$ cat config.mk
export PLATFORM = sky130hd
export DESIGN_NAME = mmio_router_flat
export DESIGN_NICKNAME = d
export VERILOG_FILES = /design/src/rtl/mmio_pkg.sv /design/src/rtl/mmio_router_if.sv /design/src/rtl/mmio_addr_decode.sv /design/src/rtl/mmio_router.sv /design/src/flat_wrapper.sv
export SDC_FILE = /design/constraint.sdc
export NUM_CORES = 1
export LEC_CHECK = 0
export BUFFER_PORTS_ARGS = -buffer_cell sky130_fd_sc_hd__buf_4
export CELL_PAD_IN_SITES_DETAIL_PLACEMENT = 1
export CELL_PAD_IN_SITES_GLOBAL_PLACEMENT = 1
export CORE_ASPECT_RATIO = 1.2
export CORE_MARGIN = 8
export CORE_UTILIZATION = 34
export DETAILED_ROUTE_END_ITERATION = 6
export PLACE_DENSITY_LB_ADDON = 0.08
export SYNTH_ARGS = -nofsm -noshare
export SYNTH_HDL_FRONTEND = slang
export SYNTH_SLANG_ARGS = --single-unit
$ cat constraint.sdc
create_clock -name clk -period 7.3 [get_ports clk]
set_clock_uncertainty 0.15 [all_clocks]
set_input_delay 1.46 -clock clk [delete_from_list [all_inputs] [get_ports clk]]
set_output_delay 1.46 -clock clk [all_outputs]
set_load 0.1 [all_outputs]
$ cat src/rtl/mmio_pkg.sv
// Shared types and constants for the MMIO router: FSM state encoding, error data,
// default peripheral window base and the slot map used by the game build.
package mmio_pkg;

  typedef enum logic [1:0] {
    IDLE    = 2'd0,
    P_WAIT  = 2'd1,
    WB_WAIT = 2'd2,
    RESP    = 2'd3
  } mmio_state_t;

  localparam logic [31:0] ERR_DATA            = 32'hDEAD_BEEF;
  localparam logic [31:0] DEFAULT_PERIPH_BASE = 32'hFF00_0000;

  // Slot assignment for the game build
  localparam int SLOT_NES        = 0;
  localparam int SLOT_DPU_STATE  = 1;
  localparam int SLOT_DPU_POS    = 2;
  localparam int SLOT_HW_COUNTER = 3;

  // Width of a slot index; a single-slot window still needs one bit
  function automatic int slot_bits(input int n);
    return (n > 1) ? $clog2(n) : 1;
  endfunction

endpackage

$ cat src/rtl/mmio_router_if.sv
// Bus bundle for mmio_router: CPU load/store port, peripheral slot window and
// Wishbone RAM path. The router uses the master modport, the environment the slave.
interface mmio_router_if #(
  parameter int NUM_PERIPH = 4,
  parameter int DATA_W     = 32
);
  // Handshake: every request (cpu_ren/cpu_wen, p_req, wb_ren/wb_wen) is a level held
  // from acceptance until the edge that samples its ack; ack is a completion strobe,
  // and the requester must drop the level in the cycle after seeing it.
  logic [31:0]                  cpu_addr;
  logic [DATA_W-1:0]            cpu_din;
  logic [3:0]                   cpu_sel;
  logic                         cpu_ren;
  logic                         cpu_wen;
  logic [DATA_W-1:0]            cpu_do;
  logic                         cpu_ack;
  logic                         cpu_err;

  logic [NUM_PERIPH-1:0]        p_req;
  logic                         p_we;
  logic [DATA_W-1:0]            p_wdata;
  logic [NUM_PERIPH*DATA_W-1:0] p_rdata;
  logic [NUM_PERIPH-1:0]        p_ack;

  logic [31:0]                  wb_addro;
  logic [DATA_W-1:0]            wb_do;
  logic [3:0]                   wb_sel;
  logic                         wb_ren;
  logic                         wb_wen;
  logic [DATA_W-1:0]            wb_di;
  logic                         wb_ack;

  modport master (
    input  cpu_addr, cpu_din, cpu_sel, cpu_ren, cpu_wen,
    output cpu_do, cpu_ack, cpu_err,
    output p_req, p_we, p_wdata,
    input  p_rdata, p_ack,
    output wb_addro, wb_do, wb_sel, wb_ren, wb_wen,
    input  wb_di, wb_ack
  );

  modport slave (
    output cpu_addr, cpu_din, cpu_sel, cpu_ren, cpu_wen,
    input  cpu_do, cpu_ack, cpu_err,
    input  p_req, p_we, p_wdata,
    output p_rdata, p_ack,
    input  wb_addro, wb_do, wb_sel, wb_ren, wb_wen,
    output wb_di, wb_ack
  );

endinterface

$ cat src/rtl/mmio_addr_decode.sv
// Combinational decode of a CPU address into peripheral-window hit, slot index
// and misalignment flag. Slots sit at PERIPH_BASE + 4*k.
module mmio_addr_decode
  import mmio_pkg::*;
#(
  parameter int          NUM_PERIPH  = 4,
  parameter logic [31:0] PERIPH_BASE = DEFAULT_PERIPH_BASE
) (
  input  logic [31:0]                        addr,
  output logic                               hit,
  output logic [slot_bits(NUM_PERIPH)-1:0]   slot,
  output logic                               misaligned
);

  localparam int SLOT_W = slot_bits(NUM_PERIPH);

  logic [32:0] limit;

  // 33-bit compare so a window ending at the top of the address space cannot wrap
  assign limit      = {1'b0, PERIPH_BASE} + 33'(4 * NUM_PERIPH);
  assign hit        = ({1'b0, addr} >= {1'b0, PERIPH_BASE}) && ({1'b0, addr} < limit);
  assign slot       = addr[SLOT_W+1:2] - PERIPH_BASE[SLOT_W+1:2];
  assign misaligned = hit && (addr[1:0] != 2'b00);

endmodule

$ cat src/rtl/mmio_router.sv
// MMIO router: one registered request/ack FSM steering CPU accesses to a peripheral
// slot or the Wishbone RAM path. Define MMIO_TIMEOUT_EN to add the wait watchdog.
module mmio_router
  import mmio_pkg::*;
#(
  parameter int          NUM_PERIPH  = 4,
  parameter logic [31:0] PERIPH_BASE = DEFAULT_PERIPH_BASE,
  parameter int          DATA_W      = 32,
  parameter int          TIMEOUT_CYC = 255
) (
  input  logic          clk,
  input  logic          rst,
  mmio_router_if.master bus,
  output mmio_state_t   dbg_state
);

  localparam int SLOT_W = slot_bits(NUM_PERIPH);

  mmio_state_t       state;
  logic [SLOT_W-1:0] slot_q;
  logic              we_q;

  logic              dec_hit;
  logic [SLOT_W-1:0] dec_slot;
  logic              dec_misaligned;
  logic              p_ack_sel;
  logic [DATA_W-1:0] p_rdata_sel;
  logic              timeout;

  mmio_addr_decode #(
    .NUM_PERIPH (NUM_PERIPH),
    .PERIPH_BASE(PERIPH_BASE)
  ) u_decode (
    .addr      (bus.cpu_addr),
    .hit       (dec_hit),
    .slot      (dec_slot),
    .misaligned(dec_misaligned)
  );

  assign p_ack_sel   = bus.p_ack[slot_q];
  assign p_rdata_sel = bus.p_rdata[int'(slot_q)*DATA_W +: DATA_W];
  assign dbg_state   = state;

`ifdef MMIO_TIMEOUT_EN
  logic [15:0] wait_cnt;

  // Zero whenever not waiting, so it is already clear on entry to a wait state
  always_ff @(posedge clk) begin
    if (rst || state == IDLE || state == RESP) wait_cnt <= '0;
    else                                       wait_cnt <= wait_cnt + 16'd1;
  end

  assign timeout = (wait_cnt + 16'd1) == 16'(TIMEOUT_CYC);
`else
  assign timeout = 1'b0;
`endif

  always_ff @(posedge clk) begin
    if (rst) begin
      state        <= IDLE;
      slot_q       <= '0;
      we_q         <= 1'b0;
      bus.cpu_do   <= '0;
      bus.cpu_ack  <= 1'b0;
      bus.cpu_err  <= 1'b0;
      bus.p_req    <= '0;
      bus.p_we     <= 1'b0;
      bus.p_wdata  <= '0;
      bus.wb_addro <= '0;
      bus.wb_do    <= '0;
      bus.wb_sel   <= '0;
      bus.wb_ren   <= 1'b0;
      bus.wb_wen   <= 1'b0;
    end else begin
      bus.cpu_ack <= 1'b0;
      bus.cpu_err <= 1'b0;
      case (state)
        IDLE: begin
          if (bus.cpu_ren || bus.cpu_wen) begin
            we_q   <= bus.cpu_wen;
            slot_q <= dec_slot;
            if (dec_misaligned) begin
              state       <= RESP;
              bus.cpu_ack <= 1'b1;
              bus.cpu_err <= 1'b1;
              bus.cpu_do  <= DATA_W'(ERR_DATA);
            end else if (dec_hit) begin
              state       <= P_WAIT;
              bus.p_req   <= NUM_PERIPH'(1) << dec_slot;
              bus.p_we    <= bus.cpu_wen;
              bus.p_wdata <= bus.cpu_din;
            end else begin
              // Write wins when both request levels are high
              state        <= WB_WAIT;
              bus.wb_addro <= bus.cpu_addr;
              bus.wb_do    <= bus.cpu_din;
              bus.wb_sel   <= bus.cpu_sel;
              bus.wb_ren   <= ~bus.cpu_wen;
              bus.wb_wen   <= bus.cpu_wen;
            end
          end
        end
        P_WAIT: begin
          if (p_ack_sel || timeout) begin
            state       <= RESP;
            bus.cpu_ack <= 1'b1;
            bus.p_req   <= '0;
            bus.p_we    <= 1'b0;
            bus.p_wdata <= '0;
            if (p_ack_sel) begin
              bus.cpu_do <= we_q ? '0 : p_rdata_sel;
            end else begin
              bus.cpu_err <= 1'b1;
              bus.cpu_do  <= DATA_W'(ERR_DATA);
            end
          end
        end
        WB_WAIT: begin
          if (bus.wb_ack || timeout) begin
            state        <= RESP;
            bus.cpu_ack  <= 1'b1;
            bus.wb_addro <= '0;
            bus.wb_do    <= '0;
            bus.wb_sel   <= '0;
            bus.wb_ren   <= 1'b0;
            bus.wb_wen   <= 1'b0;
            if (bus.wb_ack) begin
              bus.cpu_do <= bus.wb_di;
            end else begin
              bus.cpu_err <= 1'b1;
              bus.cpu_do  <= DATA_W'(ERR_DATA);
            end
          end
        end
        RESP:    state <= IDLE;
        default: state <= IDLE;
      endcase
    end
  end

endmodule

$ cat src/flat_wrapper.sv
// flat-port wrapper written by rule: the top's interface ports become plain ports
module mmio_router_flat import mmio_pkg::*;
#(
  parameter int          NUM_PERIPH  = 4,
  parameter logic [31:0] PERIPH_BASE = DEFAULT_PERIPH_BASE,
  parameter int          DATA_W      = 32,
  parameter int          TIMEOUT_CYC = 255
)
  (clk, rst, dbg_state, bus_cpu_addr, bus_cpu_din, bus_cpu_sel, bus_cpu_ren, bus_cpu_wen, bus_cpu_do, bus_cpu_ack, bus_cpu_err, bus_p_req, bus_p_we, bus_p_wdata, bus_p_rdata, bus_p_ack, bus_wb_addro, bus_wb_do, bus_wb_sel, bus_wb_ren, bus_wb_wen, bus_wb_di, bus_wb_ack);
  mmio_router_if #(.NUM_PERIPH(NUM_PERIPH), .DATA_W(DATA_W)) bus_i ();
  input  logic clk;
  input  logic rst;
  output mmio_state_t dbg_state;
  input wire logic [$bits(bus_i.cpu_addr)-1:0] bus_cpu_addr;
  input wire logic [$bits(bus_i.cpu_din)-1:0] bus_cpu_din;
  input wire logic [$bits(bus_i.cpu_sel)-1:0] bus_cpu_sel;
  input wire logic [$bits(bus_i.cpu_ren)-1:0] bus_cpu_ren;
  input wire logic [$bits(bus_i.cpu_wen)-1:0] bus_cpu_wen;
  output wire logic [$bits(bus_i.cpu_do)-1:0] bus_cpu_do;
  output wire logic [$bits(bus_i.cpu_ack)-1:0] bus_cpu_ack;
  output wire logic [$bits(bus_i.cpu_err)-1:0] bus_cpu_err;
  output wire logic [$bits(bus_i.p_req)-1:0] bus_p_req;
  output wire logic [$bits(bus_i.p_we)-1:0] bus_p_we;
  output wire logic [$bits(bus_i.p_wdata)-1:0] bus_p_wdata;
  input wire logic [$bits(bus_i.p_rdata)-1:0] bus_p_rdata;
  input wire logic [$bits(bus_i.p_ack)-1:0] bus_p_ack;
  output wire logic [$bits(bus_i.wb_addro)-1:0] bus_wb_addro;
  output wire logic [$bits(bus_i.wb_do)-1:0] bus_wb_do;
  output wire logic [$bits(bus_i.wb_sel)-1:0] bus_wb_sel;
  output wire logic [$bits(bus_i.wb_ren)-1:0] bus_wb_ren;
  output wire logic [$bits(bus_i.wb_wen)-1:0] bus_wb_wen;
  input wire logic [$bits(bus_i.wb_di)-1:0] bus_wb_di;
  input wire logic [$bits(bus_i.wb_ack)-1:0] bus_wb_ack;
  assign bus_i.cpu_addr = bus_cpu_addr;
  assign bus_i.cpu_din = bus_cpu_din;
  assign bus_i.cpu_sel = bus_cpu_sel;
  assign bus_i.cpu_ren = bus_cpu_ren;
  assign bus_i.cpu_wen = bus_cpu_wen;
  assign bus_cpu_do = bus_i.cpu_do;
  assign bus_cpu_ack = bus_i.cpu_ack;
  assign bus_cpu_err = bus_i.cpu_err;
  assign bus_p_req = bus_i.p_req;
  assign bus_p_we = bus_i.p_we;
  assign bus_p_wdata = bus_i.p_wdata;
  assign bus_i.p_rdata = bus_p_rdata;
  assign bus_i.p_ack = bus_p_ack;
  assign bus_wb_addro = bus_i.wb_addro;
  assign bus_wb_do = bus_i.wb_do;
  assign bus_wb_sel = bus_i.wb_sel;
  assign bus_wb_ren = bus_i.wb_ren;
  assign bus_wb_wen = bus_i.wb_wen;
  assign bus_i.wb_di = bus_wb_di;
  assign bus_i.wb_ack = bus_wb_ack;
  mmio_router #(.NUM_PERIPH(NUM_PERIPH), .PERIPH_BASE(PERIPH_BASE), .DATA_W(DATA_W), .TIMEOUT_CYC(TIMEOUT_CYC)) u_core (.clk(clk), .rst(rst), .bus(bus_i), .dbg_state(dbg_state));
endmodule
==> out/summary.txt, run 1 <==
final worst hold slack = 0.305 ns
share of post-route cells with drive strength above 1 = 45.4%
GR Util All Layers = 22.4%
pin slew with the least headroom to its limit = 1.02 ns
total negative slack = 0 ns
post-route minimum period = 4.06 ns
VDD IR-drop max = 232 uV
CTS Sinks = 146
Clock Latency Late Sink = 0.41 ns
Hold Path Class = reg2reg
Max Fclk = 0.246 GHz
Mapped Cells = 677
share of the yosys chip area belonging to registers = 43.9%
setup ws final = 3.24 ns
yosys warns = 0
port bufs = 379
Crit Path Max Fanout = 62
io pins = 380
synthesized cell area = 0.00666 mm^2
root buffer cell = clkbuf_16
Chip Height = 169 um
Initial Util = 34.3%
CTS Buffer Depth = 2
Max-Cap Viols = 0
commonest cells after routing, fill and taps aside = 389 x buf_4, 145 x dfxtp_1, 105 x a21oi_1
Crit Path Class = in2reg
WP data required = 7.49 ns
PD cells = 501 mW/mm^2
relative slew slack = 31.9%
ys async rst share = 0%
Synth Area per Inst = 9.84 um^2
core area = 0.0194 mm^2
post-synthesis net count = 919
Leakage = 4.28 nW
RSZ-0062 raised after global routing = no
Via density = 5.29
drt initial violations = 305
initial antenna violation count = 3
Multi-input gate area = 0.00345 mm^2
outcome = completed
TritonCTS clock tree = done
Startpoint Class = input pin
Post-CTS Setup Bufs = 0
WL/cell = 21.8 um
WL final = 28.1 mm
hold violation total from the final report = 0
first-pass GRT wire length = 42.1 mm
first drt pass iteration count = 4
ys flop type = dfxtp_1
Layout Utilization = 52.7%
Worst Path Arrival = 4.25 ns
clock slew at reported path FFs = 0.06 ns
grt ovf = 0
pin count of the biggest net entering global routing = 106
Nets = 1255
EDFF count, synth = 0
GP Congestion = 0.753
cts hold-fix bufs = 0
Area Growth Syn to Fin = 53.4%
Tcrit/Tclk final = 55.6%
die area = 0.0244 mm^2
flops & latches, synth = 146
Reg area = 0.00292 mm^2
Fill cells = 2285
via count = 6830
# setup viols final = 0
critical path endpoint category = flop
hpwl dp = 21.2 mm
Num CTS Buffers = 17
Netlist cell types = 44
Row Count = 56
# DRC = 0
commonest non-fill, non-tap cell in the layout = buf_4
Die W = 144 um
Slew Viols, Final = 0
vias in the first global route = 7404
Post-CTS Resized = 0
post-route ant nets = 0
Place WS = 2.83 ns
CTS HTree Levels = 4
[cell usage after synthesis, types with 3 or more instances]
cell type / number / area, um^2
nor3_1: 3 / 15.0
clkbuf_1: 45 / 169
a21oi_1: 105 / 526
buf_6: 3 / 33.8
buf_4: 3 / 22.5
nand4_1: 12 / 75.1
a221oi_1: 24 / 210
nand3b_1: 68 / 510
o21ai_0: 10 / 50.1
inv_1: 6 / 22.5
a311oi_1: 24 / 210
nor4_1: 5 / 31.3
buf_1: 7 / 26.3
a22o_1: 40 / 350
o21a_1: 3 / 22.5
ha_1: 5 / 62.6
or4_1: 4 / 30.0
mux4_2: 32 / 721
or3_1: 3 / 18.8
nor2_1: 8 / 30.0
dfxtp_1: 146 / 2920
nand2_1: 80 / 300
a32o_1: 3 / 30.0
buf_2: 14 / 70.1
[final cells by class]
| cell class | count | share of cell area [%] |
|---|---|---|
| Sequential cell | 146 | 28.6 |
| Antenna cell | 3 | 0.0734 |
| Clock inverter | 11 | 0.918 |
| Multi-Input combinational cell | 453 | 33.7 |
| Timing Repair Buffer | 389 | 28.6 |
| Tap cell | 261 | 3.19 |
| Inverter | 6 | 0.220 |
| Clock buffer | 21 | 4.70 |
[per-layer routing]
layer  part of all wire (%)  vias up  wire [um]  GRT usage, %
met2                     52      254      14700          40.7
li1                       -     3255          -             -
met3                    8.6       22       2400          7.60
met1                     37     3299      10500          23.8
met5                      0        -          0             0
met4                    1.7        0        484          6.73
[cells by family after synthesis]
kind of cell	share of synthesized area (%)
compound gates	22.6
fa+ha+maj	0.939
buf+inv	5.16
flops	43.9
mux	11.3
simple gates	16.1
[critical path: stages]
cell and delay (ns):
buf_4 0.11, or4_1 0.50, or4_1 0.79, o21ai_4 0.39
buf_4 0.62, nand2_1 0.15, a21oi_1 0.18
[where the power goes]
group | switching, mW | internal, mW | total (mW) | leakage (nW)
sequential | 0.106 | 0.997 | 1.10 | 1.19
clock | 0.357 | 0.478 | 0.835 | 0.271
combinational | 2.38 | 0.803 | 3.18 | 2.82
[path summary, 6_finish.rpt]
path | slack [ns] | start | to | cells after the start
worst max-delay path | 3.24 | bus_cpu_addr[4] | u_core.bus.wb_do[29] | 7
worst max register to register | 3.73 | u_core.dbg_state[0] | u_core.bus.wb_do[14] | 8
worst min-delay path | 0.30 | u_core.bus.wb_do[30] | u_core.bus.wb_do[30] | 2
worst min register to register | 0.30 | u_core.bus.wb_do[30] | u_core.bus.wb_do[30] | 2
[registers in the layout, summed over array words and instances, names as in the netlist]
register	cells
u_core.bus.cpu_do	32
u_core.we_q	1
u_core.bus.p_wdata	32
u_core.bus.p_req	4
u_core.bus.wb_addro	32
u_core.bus.cpu_ack	1
u_core.bus.wb_ren	1
u_core.bus.wb_do	32
u_core.bus.p_we	1
u_core.bus.wb_sel	4
u_core.dbg_state	2
u_core.slot_q	2
u_core.bus.cpu_err	1
u_core.bus.wb_wen	1
[through the flow]
step / power, mW / instance area, um^2 / cells
4_1_cts: 5.17 / 10200 / 1287
3_5_place_dp: 4.32 / 9640 / 1255
5_1_grt: 5.38 / 10200 / 1290
2_1_floorplan: 3.56 / 6660 / 677
6_report: 5.12 / 10200 / 1290
3_3_place_gp: 4.30 / 9640 / 1255
No activity file was read; power rests on OpenSTA's default activity.
==> inputs of run 2 (changes only) <==
Settings changed: ABC_AREA from default to 1, CORE_UTILIZATION 34 to 29.
Clock period 7.3 ns to 3.3 ns, I/O delays scaled along.
==> run 2 against run 1 <==
Effect of this change:
- register-to-register slack worse by 3.0 ns
- power rose to 3.1 times the previous value
- critical path type is now reg2reg
- clock power grew to 2.7 times the previous value
- final cell count rose by 60%
- first-iteration DRC count rose by 54%
==> out/summary.txt, run 2 <==
top-count cell post-synth = nand2_1
final worst hold slack = 0.302 ns
critical path endpoint category = flop
Tcrit/Tclk final = 77.0%
flops & latches, synth = 146
share of the yosys chip area belonging to registers = 34.5%
compound-cell area share of the yosys netlist = 8.84%
Layout Utilization = 42.0%
RSZ-0062 raised after global routing = no
Die W = 172 um
Worst Path Buf+Inv = 3
# diodes = 0
Worst path top cell family by delay = buffers and inverters
Hold Path Class = in2reg
share of post-route cells with drive strength above 1 = 30.0%
relative slew slack = 52.1%
Initial Util = 29.5%
GR Layer Usage met3 = 6.73%
Netlist cell types = 28
Post-CTS Resized = 0
hold violation total from the final report = 0
Synth Area in Adders = 0.738%
clock slew at reported path FFs = 0.06 ns
grt ovf = 0
Place WS = 0.690 ns
post-synthesis mux area share = 0%
most frequent cells after synthesis = 428 x nand2_1, 184 x nor2_1, 157 x nand3_1, 146 x dfxtp_1, 122 x a21oi_1
yosys warns = 0
GP Congestion = 0.788
GRT busiest layer = met2
slowest stage delay, CP = 0.58 ns
total negative slack = 0 ns
R2R Setup Slk = 0.76 ns
outcome = completed
top-area cell type share of the netlist area = 34.5%
Mapped Cells = 1354
VDD IR-drop max = 679 uV
WL/cell = 17.5 um
# setup viols final = 0
EDFF count, synth = 0
drt initial violations = 469
dominant cells by area after synthesis = dfxtp_1 34%, nand2_1 19%, nand3_1 9.3%
CTS Buffer Depth = 2
first drt pass iteration count = 4
Clock Latency Late Sink = 0.42 ns
via count = 9703
GR Util All Layers = 20.2%
Nets = 1903
M1 GR Usage = 23.0%
CTS Sinks = 146
CP cell instances = inv_1, ha_2, buf_4, nand2_1, nand2_4, buf_4, nand3_1, nand2_1, nor2_1
reg2reg path depth = 9
Critical R2R Capture = u_core.bus.wb_do[21]
CP max stage cell = buf_4
root buffer cell = clkbuf_16
core area = 0.0288 mm^2
pin count of the biggest net entering global routing = 71
pin slew with the least headroom to its limit = 0.719 ns
largest family of logic cells by synthesized area = simple AND/OR/NAND/NOR gates
first-pass GRT wire length = 56.2 mm
Slew Viols, Final = 0
worst flop-to-flop path startpoint = u_core.dbg_state[0]
Max Fclk = 0.393 GHz
port bufs = 379
post-synthesis net count = 1596
Crit Path Class = reg2reg
Max-Cap Viols = 0
Worst Path Arrival = 2.71 ns
# DRC = 0
Hold Path Sink = u_core.we_q
Area Growth Syn to Fin = 42.4%
synthesized cell area = 0.00848 mm^2
TritonCTS clock tree = done
cts hold-fix bufs = 0
Leakage = 6.06 nW
setup ws final = 0.758 ns
PD cells = 1300 mW/mm^2
hpwl dp = 27.6 mm
initial antenna violation count = 1
Multi-input gate area = 0.00478 mm^2
post-route ant nets = 0
CTS HTree Levels = 4
Synth Area per Inst = 6.26 um^2
simple-gate share of the synthesized area = 46.7%
worst hold start = rst
area leader, netlist = dfxtp_1
hold path cells = 2
commonest non-fill, non-tap cell in the layout = nand2_1
GR met2 Demand/Resource = 35.5%
io pins = 380
Chip Height = 203 um
vias in the first global route = 10100
Num CTS Buffers = 17
Reg area = 0.00292 mm^2
die area = 0.0350 mm^2
WL final = 36.1 mm
Row Count = 68
ys async rst share = 0%
Startpoint Class = flop
Post-CTS Setup Bufs = 0
Fill cells = 3866
ys flop type = dfxtp_1
commonest cells after routing, fill and taps aside = 428 x nand2_1, 397 x buf_4, 183 x nor2_1
post-route minimum period = 2.54 ns
Synth Area in XOR/XNOR = 0%
Via density = 4.71
WP data required = 3.46 ns
Crit Path Max Fanout = 70
## run 2: cell families after synthesis
logic type / count (synthesis)
AND/OR/NAND/NOR: 896
flip-flops: 146
adder cells (fa/ha/maj): 5
AO/OA/AOI/OAI: 147
buffers and inverters: 160
## run 2: final cells by class
| class | instances | area share, % |
|---|---|---|
| Timing Repair Buffer | 400 | 25.2 |
| Inverter | 48 | 1.51 |
| Sequential cell | 146 | 24.2 |
| Multi-Input combinational cell | 1048 | 39.6 |
| Clock buffer | 23 | 3.88 |
| Tap cell | 385 | 3.99 |
| Clock inverter | 9 | 1.67 |
## run 2: how the worst max path moves through the flow
stage	startpoint	to	slack [ns]	cells after the start
2_1_floorplan	u_core.dbg_state[0]	u_core.bus.cpu_do[8]	0.57	12
3_3_place_gp	bus_cpu_addr[4]	u_core.bus.p_wdata[19]	0.74	12
3_5_place_dp	bus_cpu_addr[4]	u_core.bus.p_wdata[26]	0.69	12
4_1_cts	u_core.dbg_state[0]	u_core.bus.wb_addro[1]	0.73	9
5_1_grt	u_core.dbg_state[0]	u_core.bus.wb_addro[14]	0.45	9
6_report	u_core.dbg_state[0]	u_core.bus.wb_do[21]	0.76	9
## run 2: metal layers
| layer | routed length, um | vias up |
|---|---|---|
| li1 | - | 4953 |
| met1 | 14800 | 4462 |
| met2 | 17900 | 265 |
| met3 | 2790 | 21 |
| met4 | 606 | 2 |
| met5 | 13 | - |
## run 2: per-stage QoR
| step | area, um^2 | power (mW) | instances |
|---|---|---|---|
| floorplan | 8480 | 11.4 | 1354 |
| global placement | 11400 | 13.5 | 2027 |
| detailed placement | 11400 | 13.6 | 2027 |
| CTS | 12100 | 15.9 | 2059 |
| global route | 12100 | 16.8 | 2059 |
| finish | 12100 | 15.7 | 2059 |
## run 2: power by group
part           switching [mW]  internal, mW
Combinational            8.05          2.67
Sequential              0.370          2.38
Clock                   0.769          1.46
Total                    9.19          6.50
==> inputs of run 3 (changes only) <==
Settings changed: ABC_AREA 1 to 0.
Clock period 3.3 ns to 2.13 ns, I/O delays scaled along.
==> run 3 against run 2 <==
Effect of this change:
- the run now ends with setup timing left
- final area is 3.1% lower
- non-clock buffer count increased by 56
- critical endpoint is now u_core.bus.p_wdata[1]
- register-to-register slack worse by 0.86 ns
- combinational power increased by 29%
- hold slack got worse by 0.23 ns
- sequential power increased by 41%
- count of clock-buffer cells in the layout is 6 lower
- via count down 26%
- final cell count down 33%
- largest power group unchanged
==> out/summary.txt, run 3 (same netlist as run 1, synthesis figures left out) <==
outcome = finished, violations left
failing checks = setup timing
GR Util All Layers = 20.4%
GP Congestion = 0.795
Crit Path Class = in2reg
CTS Buffer Depth = 2
pin count of the biggest net entering global routing = 75
Die W = 154 um
clock slew at reported path FFs = 0.07 ns
switching share of total power = 52.8%
Total Power = 20.7 mW
relative slew slack = 67.9%
placed cells = 1317
Nets = 1322
WP data required = 2.34 ns
root buffer cell = clkbuf_16
Max-Cap Viols = 0
Layout Utilization = 52.0%
Slew Viols, Final = 0
hpwl dp = 22.3 mm
Leakage = 4.95 nW
commonest cells after routing, fill and taps aside = 412 x buf_4, 142 x dfxtp_1, 68 x nand3b_1
Initial Util = 29.6%
WL final = 31.5 mm
Fill cells = 2490
post-route minimum period = 2.35 ns
CTS Sinks = 146
CTS HTree Levels = 4
fin area = 0.0117 mm^2
via count = 7190
grt ovf = 0
GRT busiest layer = met2
# DRC = 0
PD cells = 1770 mW/mm^2
Tcrit/Tclk final = 110%
Chip Height = 182 um
worst hold start = bus_cpu_din[21]
initial antenna violation count = 0
core area = 0.0225 mm^2
Reg area = 0.00293 mm^2
GR Layer Usage met3 = 7.13%
commonest non-fill, non-tap cell in the layout = buf_4
post-route insts no fill = 1372
reg2reg path depth = 8
logic gate share of total power = 66.4%
port bufs = 379
first drt pass iteration count = 4
hold path cells = 2
setup ws final = -0.219 ns
io pins = 380
pin slew with the least headroom to its limit = 0.482 ns
Via density = 5.24
final worst hold slack = 0.0748 ns
Multi-input gate area = 0.00389 mm^2
Sequential Power Share = 18.8%
Hold Path Class = in2reg
Clock Latency Late Sink = 0.41 ns
GR met2 Demand/Resource = 37.2%
Clock power frac = 14.8%
DP Area = 0.0102 mm^2
WL/cell = 22.9 um
M1 GR Usage = 21.8%
Power Internal = 9.78 mW
die area = 0.0281 mm^2
hold violation total from the final report = 0
share of post-route cells with drive strength above 1 = 59.4%
Hold Path Sink = u_core.bus.p_wdata[21]
Num CTS Buffers = 17
Crit Path Max Fanout = 9
Worst Path Arrival = 2.56 ns
post-route ant nets = 0
NetSw = 10.9 mW
Row Count = 60
# diodes = 0
Max Fclk = 0.426 GHz
RSZ-0062 raised after global routing = yes
worst flop-to-flop path startpoint = u_core.dbg_state[0]
VDD IR-drop max = 589 uV
Critical R2R Capture = u_core.bus.cpu_do[28]
Startpoint Class = input pin
critical path endpoint category = flop
# setup viols final = 139
TritonCTS clock tree = done
Area Growth Syn to Fin = 75.7%
R2R Setup Slk = -0.10 ns
first-pass GRT wire length = 45.1 mm
Place WS = -0.764 ns
vias in the first global route = 7893
total negative slack = -20.75 ns
drt initial violations = 237
[run 3: cell count changes in the layout (fill, tap and decap cells not counted), sizes merged, moves of 32 or more]
cell	before	now
buf	400	446
nor2	231	9
nand2	436	80
inv	48	14
nand3	158	2
mux4	0	32
a22o	0	40
nand3b	24	68
[run 3: worst max-delay path, cell delays in order]
cell and delay (ns):
buf_6 0.09, or4_4 0.52, or4_4 0.65, buf_4 0.19
nor4_4 0.14, buf_6 0.22, clkbuf_16 0.19, a22o_1 0.12
[run 3: area by class of cell]
class | instances | share of cell area (%)
repair buffers | 456 | 33.5
multi-input cells | 453 | 33.2
flip-flops and latches | 146 | 25.1
clock buffers | 17 | 3.63
well taps | 279 | 2.98
clock inverters | 15 | 1.48
inverters | 6 | 0.192
[run 3: power by group through the flow]
stage | logic [mW] | clock network [mW] | registers, mW
final | 13.8 | 3.07 | 3.89
after floorplan | 3.95 | 0 | 8.47
after global placement | 11.8 | 0 | 3.83
after CTS | 12.4 | 3.15 | 3.80
after global routing | 14.4 | 3.27 | 3.98
after detailed placement | 11.9 | 0 | 3.85
[run 3: what timing repair did]
action / 4_1_cts / 5_1_grt
cloned: 2 / 14
pin swaps: 19 / 79
buffers inserted: 4 / 6
resized for setup: 28 / 120
setup endpoints to repair: 142 / 140
hold buffers: 0 / 0
[run 3: routing by layer]
metal | routed length [um] | vias to the layer above
met5 | 0 | -
met4 | 547 | 0
met3 | 2360 | 24
met2 | 16900 | 255
met1 | 11700 | 3510
li1 | - | 3401
[run 3: worst max path at each step]
stage                          from                endpoint  slack, ns
floorplan           bus_cpu_addr[4]  u_core.bus.p_wdata[10]      -0.44
global placement    bus_cpu_addr[7]   u_core.bus.cpu_do[21]      -0.66
detailed placement  bus_cpu_addr[4]   u_core.bus.cpu_do[28]      -0.76
CTS                 bus_cpu_addr[4]    u_core.bus.cpu_do[3]      -0.20
global route        bus_cpu_addr[7]   u_core.bus.p_wdata[5]      -0.26
finish              bus_cpu_addr[7]   u_core.bus.p_wdata[1]      -0.22
